$ cat config.mk
export PLATFORM = sky130hd
export DESIGN_NAME = scope_trigger_ctrl
export DESIGN_NICKNAME = d
export VERILOG_FILES = /design/src/rtl/scope_trigger_ctrl.sv
export SDC_FILE = /design/constraint.sdc
export NUM_CORES = 1
export LEC_CHECK = 0
export BUFFER_PORTS_ARGS = -buffer_cell sky130_fd_sc_hd__buf_2
export CELL_PAD_IN_SITES_DETAIL_PLACEMENT = 2
export CELL_PAD_IN_SITES_GLOBAL_PLACEMENT = 2
export CORE_MARGIN = 3
export CORE_UTILIZATION = 35
export DETAILED_ROUTE_END_ITERATION = 16
export GPL_TIMING_DRIVEN = 0
export PLACE_DENSITY = 0.78
export SLEW_MARGIN = 25
export SYNTH_ARGS = -nofsm -noshare
export SYNTH_HDL_FRONTEND = slang
export SYNTH_SLANG_ARGS = --single-unit
$ cat constraint.sdc
create_clock -name clk -period 4.15 [get_ports clk]
set_clock_uncertainty 0.1 [all_clocks]
set_input_delay 0.83 -clock clk [delete_from_list [all_inputs] [get_ports clk]]
set_output_delay 0.83 -clock clk [all_outputs]
set_load 0.05 [all_outputs]
$ cat src/rtl/scope_trigger_ctrl.sv
// scope_trigger_ctrl
// Trigger and sequencing controller for the oscilloscope capture path.
// Watches the raw signed sample stream, decides when a capture starts
// (level/slope trigger, optional auto timeout, single-shot), decimates the
// stream into a bounded burst of DEPTH write strobes, then waits for the
// display to go idle before pulsing the buffer swap.
//
// Build option: define TRIG_AUTO_EN to build the auto-trigger timeout
// (mode 1). Without it, mode 1 behaves as normal and auto_fired is 0.
`default_nettype none

module scope_trigger_ctrl #(
  parameter int ADDR_W       = 8,
  parameter int HOLDOFF_W    = 16,
  parameter int AUTO_SAMPLES = 4096
) (
  input  logic                     clk,
  input  logic                     reset,
  input  logic                     new_sample_ready,
  input  logic signed [15:0]       new_sample_in,
  input  logic signed [15:0]       trig_level,
  input  logic                     trig_slope,
  input  logic [1:0]               mode,
  input  logic [3:0]               decim,
  input  logic [HOLDOFF_W-1:0]     holdoff,
  input  logic                     arm,
  input  logic                     display_idle,
  output logic                     cap_strobe,
  output logic [7:0]               cap_data,
  output logic [ADDR_W-1:0]        cap_index,
  output logic                     swap,
  output logic                     auto_fired,
  output logic [2:0]               state
);

  localparam int DATA_W = 16;
  localparam logic [1:0] MODE_SINGLE = 2'd2;

  typedef enum logic [2:0] {
    ST_IDLE    = 3'd0,
    ST_ARMED   = 3'd1,
    ST_CAPTURE = 3'd2,
    ST_WAIT    = 3'd3,
    ST_HOLDOFF = 3'd4
  } state_t;

  // Offset-binary conversion of the sample's top byte (adds mid-scale).
  function automatic logic [7:0] offset_bin(input logic signed [DATA_W-1:0] s);
    return s[DATA_W-1 -: 8] + 8'd128;
  endfunction

  state_t                   state_q;
  state_t                   state_d;

  logic signed [DATA_W-1:0] prev_p0;
  logic                     prev_vld_p0;

  logic [3:0]               dcnt_q;
  logic [ADDR_W-1:0]        index_q;
  logic [HOLDOFF_W-1:0]     hcnt_q;
  logic [HOLDOFF_W:0]       hcnt_inc;
  logic                     hold_done;

  logic                     below_prev;
  logic                     below_cur;
  logic                     trig_hit;
  logic                     auto_hit;
  logic                     fire;
  logic                     take;
  logic                     last_idx;

  logic                     emit;
  logic [ADDR_W-1:0]        emit_idx;
  logic                     swap_d;

  logic                     vld_p1;
  logic [7:0]               data_p1;
  logic [ADDR_W-1:0]        index_p1;
  logic                     swap_p1;

  // ---- stage p0: raw sample compare against threshold ----
  assign below_prev = prev_p0 < trig_level;
  assign below_cur  = new_sample_in < trig_level;
  assign trig_hit   = new_sample_ready && prev_vld_p0 &&
                      (trig_slope ? (!below_prev && below_cur)
                                  : (below_prev && !below_cur));
  assign fire       = trig_hit || auto_hit;
  assign take       = new_sample_ready && (dcnt_q == 4'd0);
  assign last_idx   = (index_q == {ADDR_W{1'b1}});
  assign hcnt_inc   = {1'b0, hcnt_q} + (HOLDOFF_W+1)'(1);
  assign hold_done  = (hcnt_inc >= {1'b0, holdoff});

`ifdef TRIG_AUTO_EN
  localparam int                ACNT_W    = $clog2(AUTO_SAMPLES + 1);
  localparam logic [ACNT_W-1:0] AUTO_MAX  = ACNT_W'(AUTO_SAMPLES);
  localparam logic [ACNT_W-1:0] AUTO_LAST = ACNT_W'(AUTO_SAMPLES - 1);
  localparam logic [1:0]        MODE_AUTO = 2'd1;

  logic [ACNT_W-1:0] acnt_q;
  logic              auto_q;

  // The sample that brings the ARMED count to AUTO_SAMPLES forces a trigger.
  assign auto_hit   = new_sample_ready && (state_q == ST_ARMED) &&
                      (mode == MODE_AUTO) && (acnt_q >= AUTO_LAST);
  assign auto_fired = auto_q;

  // Count raw samples spent in ARMED, saturating; cleared outside ARMED.
  always_ff @(posedge clk or posedge reset) begin
    if (reset) begin
      acnt_q <= '0;
    end else if (state_q != ST_ARMED) begin
      acnt_q <= '0;
    end else if (new_sample_ready && (acnt_q != AUTO_MAX)) begin
      acnt_q <= acnt_q + ACNT_W'(1);
    end
  end

  // Remember whether the capture just started was forced (a level hit wins).
  always_ff @(posedge clk or posedge reset) begin
    if (reset) begin
      auto_q <= 1'b0;
    end else if ((state_q == ST_ARMED) && fire) begin
      auto_q <= !trig_hit;
    end
  end
`else
  assign auto_hit   = 1'b0;
  assign auto_fired = 1'b0;
`endif

  // State register.
  always_ff @(posedge clk or posedge reset) begin
    if (reset) begin
      state_q <= ST_IDLE;
    end else begin
      state_q <= state_d;
    end
  end

  // Next-state decode.
  always_comb begin
    state_d = state_q;
    case (state_q)
      ST_IDLE: begin
        if ((mode != MODE_SINGLE) || arm) state_d = ST_ARMED;
      end
      ST_ARMED: begin
        if (fire) state_d = ST_CAPTURE;
      end
      ST_CAPTURE: begin
        if (take && last_idx) state_d = ST_WAIT;
      end
      ST_WAIT: begin
        if (display_idle) state_d = (mode == MODE_SINGLE) ? ST_IDLE : ST_HOLDOFF;
      end
      ST_HOLDOFF: begin
        if ((holdoff == '0) || (new_sample_ready && hold_done)) state_d = ST_ARMED;
      end
      default: state_d = ST_IDLE;
    endcase
  end

  // Output decode: which sample is emitted, at which index, and swap request.
  always_comb begin
    emit     = 1'b0;
    emit_idx = index_q;
    swap_d   = 1'b0;
    case (state_q)
      ST_ARMED: begin
        if (fire) begin
          emit     = 1'b1;
          emit_idx = '0;
        end
      end
      ST_CAPTURE: begin
        emit = take;
      end
      ST_WAIT: begin
        swap_d = display_idle;
      end
      default: ;
    endcase
  end

  // Previous raw sample, tracked in every state; invalid until first sample.
  always_ff @(posedge clk or posedge reset) begin
    if (reset) begin
      prev_p0     <= '0;
      prev_vld_p0 <= 1'b0;
    end else if (new_sample_ready) begin
      prev_p0     <= new_sample_in;
      prev_vld_p0 <= 1'b1;
    end
  end

  // Decimation and write-index counters; decim is picked up at each reload.
  always_ff @(posedge clk or posedge reset) begin
    if (reset) begin
      dcnt_q  <= 4'd0;
      index_q <= '0;
    end else if (emit) begin
      dcnt_q  <= decim;
      index_q <= emit_idx + ADDR_W'(1);
    end else if ((state_q == ST_CAPTURE) && new_sample_ready) begin
      dcnt_q  <= dcnt_q - 4'd1;
    end
  end

  // Holdoff sample counter, only live while in HOLDOFF.
  always_ff @(posedge clk or posedge reset) begin
    if (reset) begin
      hcnt_q <= '0;
    end else if (state_q != ST_HOLDOFF) begin
      hcnt_q <= '0;
    end else if (new_sample_ready) begin
      hcnt_q <= hcnt_inc[HOLDOFF_W-1:0];
    end
  end

  // ---- stage p1: registered strobe, data, index and swap pulse ----
  always_ff @(posedge clk or posedge reset) begin
    if (reset) begin
      vld_p1   <= 1'b0;
      data_p1  <= 8'd0;
      index_p1 <= '0;
      swap_p1  <= 1'b0;
    end else begin
      vld_p1  <= emit;
      swap_p1 <= swap_d;
      if (emit) begin
        data_p1  <= offset_bin(new_sample_in);
        index_p1 <= emit_idx;
      end
    end
  end

  assign cap_strobe = vld_p1;
  assign cap_data   = data_p1;
  assign cap_index  = index_p1;
  assign swap       = swap_p1;
  assign state      = state_q;

endmodule

`default_nettype wire

# [After elaboration in Yosys (flattened, before gate mapping)]
# Index checks and enable logic that the tools add are counted.
# W data, S select, Z words.
[classes] add_sub_neg=4 multipliers=0 div=0 order_cmp=3 eq_ne=13 shift=0 mux=17 n_bitwise=0 n_reduce_logical=18
[op_table] cell="$lt A16 B16 Y1" count=2
[op_table] cell="$mux W16" count=2
[op_table] cell="$mux W3" count=6
[op_table] cell="$add A16 B1 Y17 const B" count=1
[op_table] cell="$ge A17 B16 Y1" count=1
[op_table] cell="$logic_not A16 Y1" count=1
[op_table] cell="$mux W8" count=2
[op_table] cell="$pmux W3 S5" count=1
[op_table] cell="$ne A2 B2 Y1 const B" count=6
[op_table] cell="$add A8 B1 Y8 const B" count=1
[op_table] cell="$add A8 B8 Y8 const B" count=1
[op_table] cell="$eq A8 B8 Y1 const B" count=1
[op_table] cell="$logic_and A1 B1 Y1" count=8
[op_table] cell="$mux W4" count=2
[op_table] cell="$eq A3 B2 Y1 const B" count=2
[op_table] cell="$reduce_and A5 Y1" count=1
[op_table] cell="$logic_not A4 Y1" count=1
[op_table] cell="$reduce_bool A2 Y1" count=2
[op_table] cell="$sub A4 B1 Y4 const B" count=1
[op_table] cell="$eq A3 B1 Y1 const B" count=1
[op_table] cell="$eq A3 B3 Y1 const B" count=1
[op_table] cell="$logic_not A3 Y1" count=1
[op_table] cell="$mux W1" count=3
[op_table] cell="$ne A3 B3 Y1 const B" count=1
[op_table] cell="other kinds (4)" count=6
[totals] ff_bits=66 latchBits=0 mem_bits_rw=0 rom_bits=0 in_bits=60 output_inout_bits=22 word_cells=65 memories=0

# [Longest topological paths before layout]
[depth] word_depth=8 mapped_depth=17

# [Least setup slack after synthesis]
# Ideal clock, no wire load.
[synth_path] path_kind="input port to flip-flop" start="in trig_level[13]" end="reg index_q[6]" t_arrival_ns=3.471 required_time_ns=3.929 setup_slack_ns=0.457 stages=17 path_buffers=1 cell_sequence="inv_1 > ha_1 > nand4_1 > nor2_1 > or4b_1 > a32o_1 > nand3_2 > o21bai_1 > buf_2 > nor2b_1 > ha_1 > inv_1 > nor3_1 > nand2_1 > or2_2 > xor2_1 > nor2_1"
[synth_via] elab_chain_len=8
[synth_rtl] item="from (decl)" line="21" text="input logic signed [15:0] trig_level,"
[synth_rtl] item="$lt A16 B16 Y1, on equally long branches" line="83, 82"
[synth_rtl] item="$logic_not A1 Y1, on equally long branches" line="86, 85"
[synth_rtl] item="$logic_and A1 B1 Y1, on equally long branches" line="86, 85"
[synth_rtl] item="$mux W1 *" line="85" text="(trig_slope ? (!below_prev && below_cur)"
[synth_rtl] item="$logic_and A1 B1 Y1 *" line="84" text="assign trig_hit = new_sample_ready && prev_vld_p0 &&"
[synth_rtl] item="$mux W8 *" line="170" text="if (fire) begin"
[synth_rtl] item="$mux W8 *" line="168" text="case (state_q)"
[synth_rtl] item="via emit_idx[0]" line="73" text="logic [ADDR_W-1:0] emit_idx;"
[synth_rtl] item="$add A8 B1 Y8 *" line="203" text="index_q <= emit_idx + ADDR_W'(1);"
[synth_rtl] item="to (signal assigned)" line="203"
[synth_rtl] item="to (decl)" line="59" text="logic [ADDR_W-1:0] index_q;"
# Mark *: on every way through the listed nets, which the timed path passes. The rest lies on a longest branch.
# A chain may end at the register's enable or synchronous reset.

# [Worst setup path in the final report]
# Same ends and word-level chain as after synthesis.

==> flow_summary.yaml <==
drt:
  drtIter0Drc: 100
  drt-total-wl_mm: 12.4
  viasPerCell: 5.28
  routed-via-count: 3595
  ant_nets: 0
  drtPass1Iterations: 4
  drc_errors: 0
  wl_per_cell_um: 18.2
critical_path:
  slowest_delay_ns: 0.47
  critPathArrivalTime_ns: 3.99
  crit_family: "simple AND/OR/NAND/NOR gates"
  worst-path-buf-inv: 4
  endpoint_kind: "register"
  r2r_start: "hcnt_q[0]"
  worst_path_max_delay_cell: "or4b_1"
  reg2reg_to: "state[0]"
  r2r_setup_slack_ns: 0.51
  rr_worst_depth: 13
  cp-start-kind: "input port"
  path_class: "in -> reg"
  cp.required_ns: 4.26
  crit_start: "trig_level[13]"
  path_max_fanout: 10
  path_cells: "buf_2 > inv_1 > ha_1 > nand4_1 > nor2_1 > or4b_1 > a32o_1 > nand3_2 > o21bai_1 > buf_2 > nor2b_1 > ha_1 > inv_1 > nor3_2 > nand2_1 > or2_2 > xor2_1 > nor2_1"
cells_and_area:
  area_delta_synth_final_pct: 20.8
  fin_util: 0.442
  fin_nets: 645
  antenna_cells: 0
  layout-drive-gt1-share: 0.247
  nFillCells: 1270
floorplan:
  die_width_um: 116
  ios: 82
  initial_core_util: 0.366
  die_area_um2: 13600
  rows: 39
  chipHeight_um: 116
  core_area_um2: 11700
yosys:
  ys_seq_area_frac: 0.387
  ys_types: 52
  syn_avg_cell_area_um2: 9.62
  yosys_warnings: 0
  synth_nets: 554
  synth_top_area_cell: "dfrtp_1"
  synth_async_sr_flop_share: 1.00
  ys_ff_latch: 66
  synth_flop_cell: "dfrtp_1"
  synthesis.area_um2: 4270
  synthesis.instances: 444
  synth_edf_count: 0
  yosysMostFrequentCell: "dfrtp_1"
  synth_area_leaders: "dfrtp_1, ha_1, xor2_1, mux2_2, nand2_1"
  synth_top_area_frac: 0.387
  synth_common_cells: "dfrtp_1, ha_1, nand2_1"
clock_tree:
  postCtsSetupRepairBufs: 0
  clk_pin_slew_worst_paths_ns: 0.05
  cts_tree: "built"
  htreeDepth: 3
  clock_sinks: 66
  hold_buffers: 0
  cts-root-buf: "clkbuf_16"
  clk-insertion-delay-late_ns: 0.33
  clockBufferDepth: 2
  cts_buffers: 9
run_status:
  status: "completed"
place:
  gp_congestion: 0.769
  place.detailed.hpwl_mm: 9.56
  port_buffers: 79
  pre_cts_slack_ns: -0.0973
sta:
  grt_setup_unrepaired: "no"
  whs_ns: 0.347
  postLayoutSetupSlackWorst_ns: 0.271
  relSlewSlack: 0.510
  period_needed_ns: 3.88
  worstMarginPinSlew_ns: 0.735
  maxClockFrequency_mhz: 258
  finalHoldViolCount: 0
  period_share: 0.935
  drv_slew: 0
  setup_viol: 0
pwr:
  ir_worst_vdd_uv: 189
  power.leakage_nw: 2.57
  pwr_density_cell_nw_per_um2: 455
  pwr-share-comb: 0.335
  p_clk_frac: 0.304
  switching_share: 0.368
  p_switching_uw: 864
  internal_power_mw: 1.49
  finalPower_mw: 2.35
  p_seq_frac: 0.361
global_route:
  grt_first_pass_wirelength_mm: 20.5
  grt_pass1_vias: 4021
  gr-total-overflow: 0
  grt_max_degree: 49
  antenna_found_initial: 1
  grt_use_total: 0.196
worst_hold_path:
  hold_class: "in -> async"
run:
  maxCapViolations: 0
## metal layers
| layer | vias up | track usage | part of all wire |
|---|---|---|---|
| met4 | 2 | 0.0387 | 0.0085 |
| met3 | 11 | 0.0497 | 0.038 |
| met5 | - | 0 | 0.0010 |
| li1 | 1708 | - | - |
| met2 | 69 | 0.363 | 0.54 |
| met1 | 1805 | 0.229 | 0.41 |
## worst max-delay path by stage
stage | end | slack (ns) | cells past startpoint
after global placement | index_q[6] | 0.06 | 18
after floorplan | index_q[6] | 0.46 | 17
final | index_q[6] | 0.27 | 18
after detailed placement | index_q[6] | -0.1 | 18
after CTS | index_q[6] | 0.17 | 18
after global routing | index_q[6] | 0.009 | 18
## state kept, by name, indices dropped and copies added, names as in the netlist, 3 cells and up
name and cells:
dcnt_q 4, cap_index 8, state 3, prev_p0 16, index_q 8, cap_data 8
hcnt_q 16
## what timing repair did
| item | 4_1_cts | 5_1_grt |
|---|---|---|
| hold endpoints to repair | 0 | 0 |
| setup endpoints to repair | 0 | 1 |
| resized for setup | 0 | 1 |
## metrics by stage
step | cells | cell area, µm² | setup TNS [ns]
floorplan | 444 | 4270 | 0
global placement | 666 | 4850 | 0
detailed placement | 667 | 4880 | -0.0973
CTS | 681 | 5150 | 0
global route | 681 | 5160 | 0
finish | 681 | 5160 | 0
## worst reg2reg max path: cells and delay by family (launching register included)
kind,cells,cell delay [ns]
flops,1,0.45
fa+ha+maj,2,0.58
xor+xnor,1,0.19
compound gates,6,1.18
simple gates,4,1.04
## logic make-up (layout without fill, tap and decap cells)
family                     after synthesis  in the layout  share of synthesized area
AOI/OAI and AO/OA                       66             66                     0.0972
xor gates and xnor gates                37             37                     0.0759
adders and majority gates               50             50                      0.146
buffers and inverters                   53            147                     0.0527
DFF                                     66             66                      0.387
muxes                                   28             28                     0.0797
other                                    1              1                   0.000878
and+or+nand+nor                        143            143                      0.161
## power by group through the flow
stage / combinational [mW] / sequential, mW / clock (mW)
after floorplan: 0.359 / 1.03 / 0
after global placement: 0.734 / 0.845 / 0
after detailed placement: 0.785 / 0.855 / 0
after CTS: 0.798 / 0.849 / 0.739
after global routing: 0.860 / 0.865 / 0.771
final: 0.787 / 0.847 / 0.715
## area by class of cell
cell class	instances	area, µm²	area share
clock inverters	2	12.5	0.00242
multi-input cells	325	2400	0.465
well taps	143	179	0.0347
plain buffers	13	75.1	0.0145
inverters	40	153	0.0296
clock buffers	12	267	0.0516
flip-flops and latches	66	1650	0.320
repair buffers	80	423	0.0820
## cells in the final DEF (no fill, tap or decap), drive strengths merged, types with 3 or more instances in the layout
| cell type | synthesis | routed |
|---|---|---|
| nand3 | 13 | 13 |
| o21ai | 13 | 13 |
| mux2 | 27 | 27 |
| xnor2 | 11 | 11 |
| xor2 | 26 | 26 |
| a211oi | 4 | 4 |
| a21oi | 24 | 24 |
| ha | 50 | 50 |
| a31oi | 3 | 3 |
| clkbuf | 4 | 16 |
| nand4 | 10 | 10 |
| a211o | 3 | 3 |
| and3 | 6 | 6 |
| nor2 | 35 | 35 |
| nand2 | 46 | 46 |
| dfrtp | 66 | 66 |
| nand2b | 6 | 6 |
| nor4 | 4 | 4 |
| nor3 | 7 | 7 |
| inv | 40 | 40 |
| or2 | 3 | 3 |
| buf | 9 | 89 |
| nor2b | 6 | 6 |
Note: power is estimated with default switching activity, not from simulation.
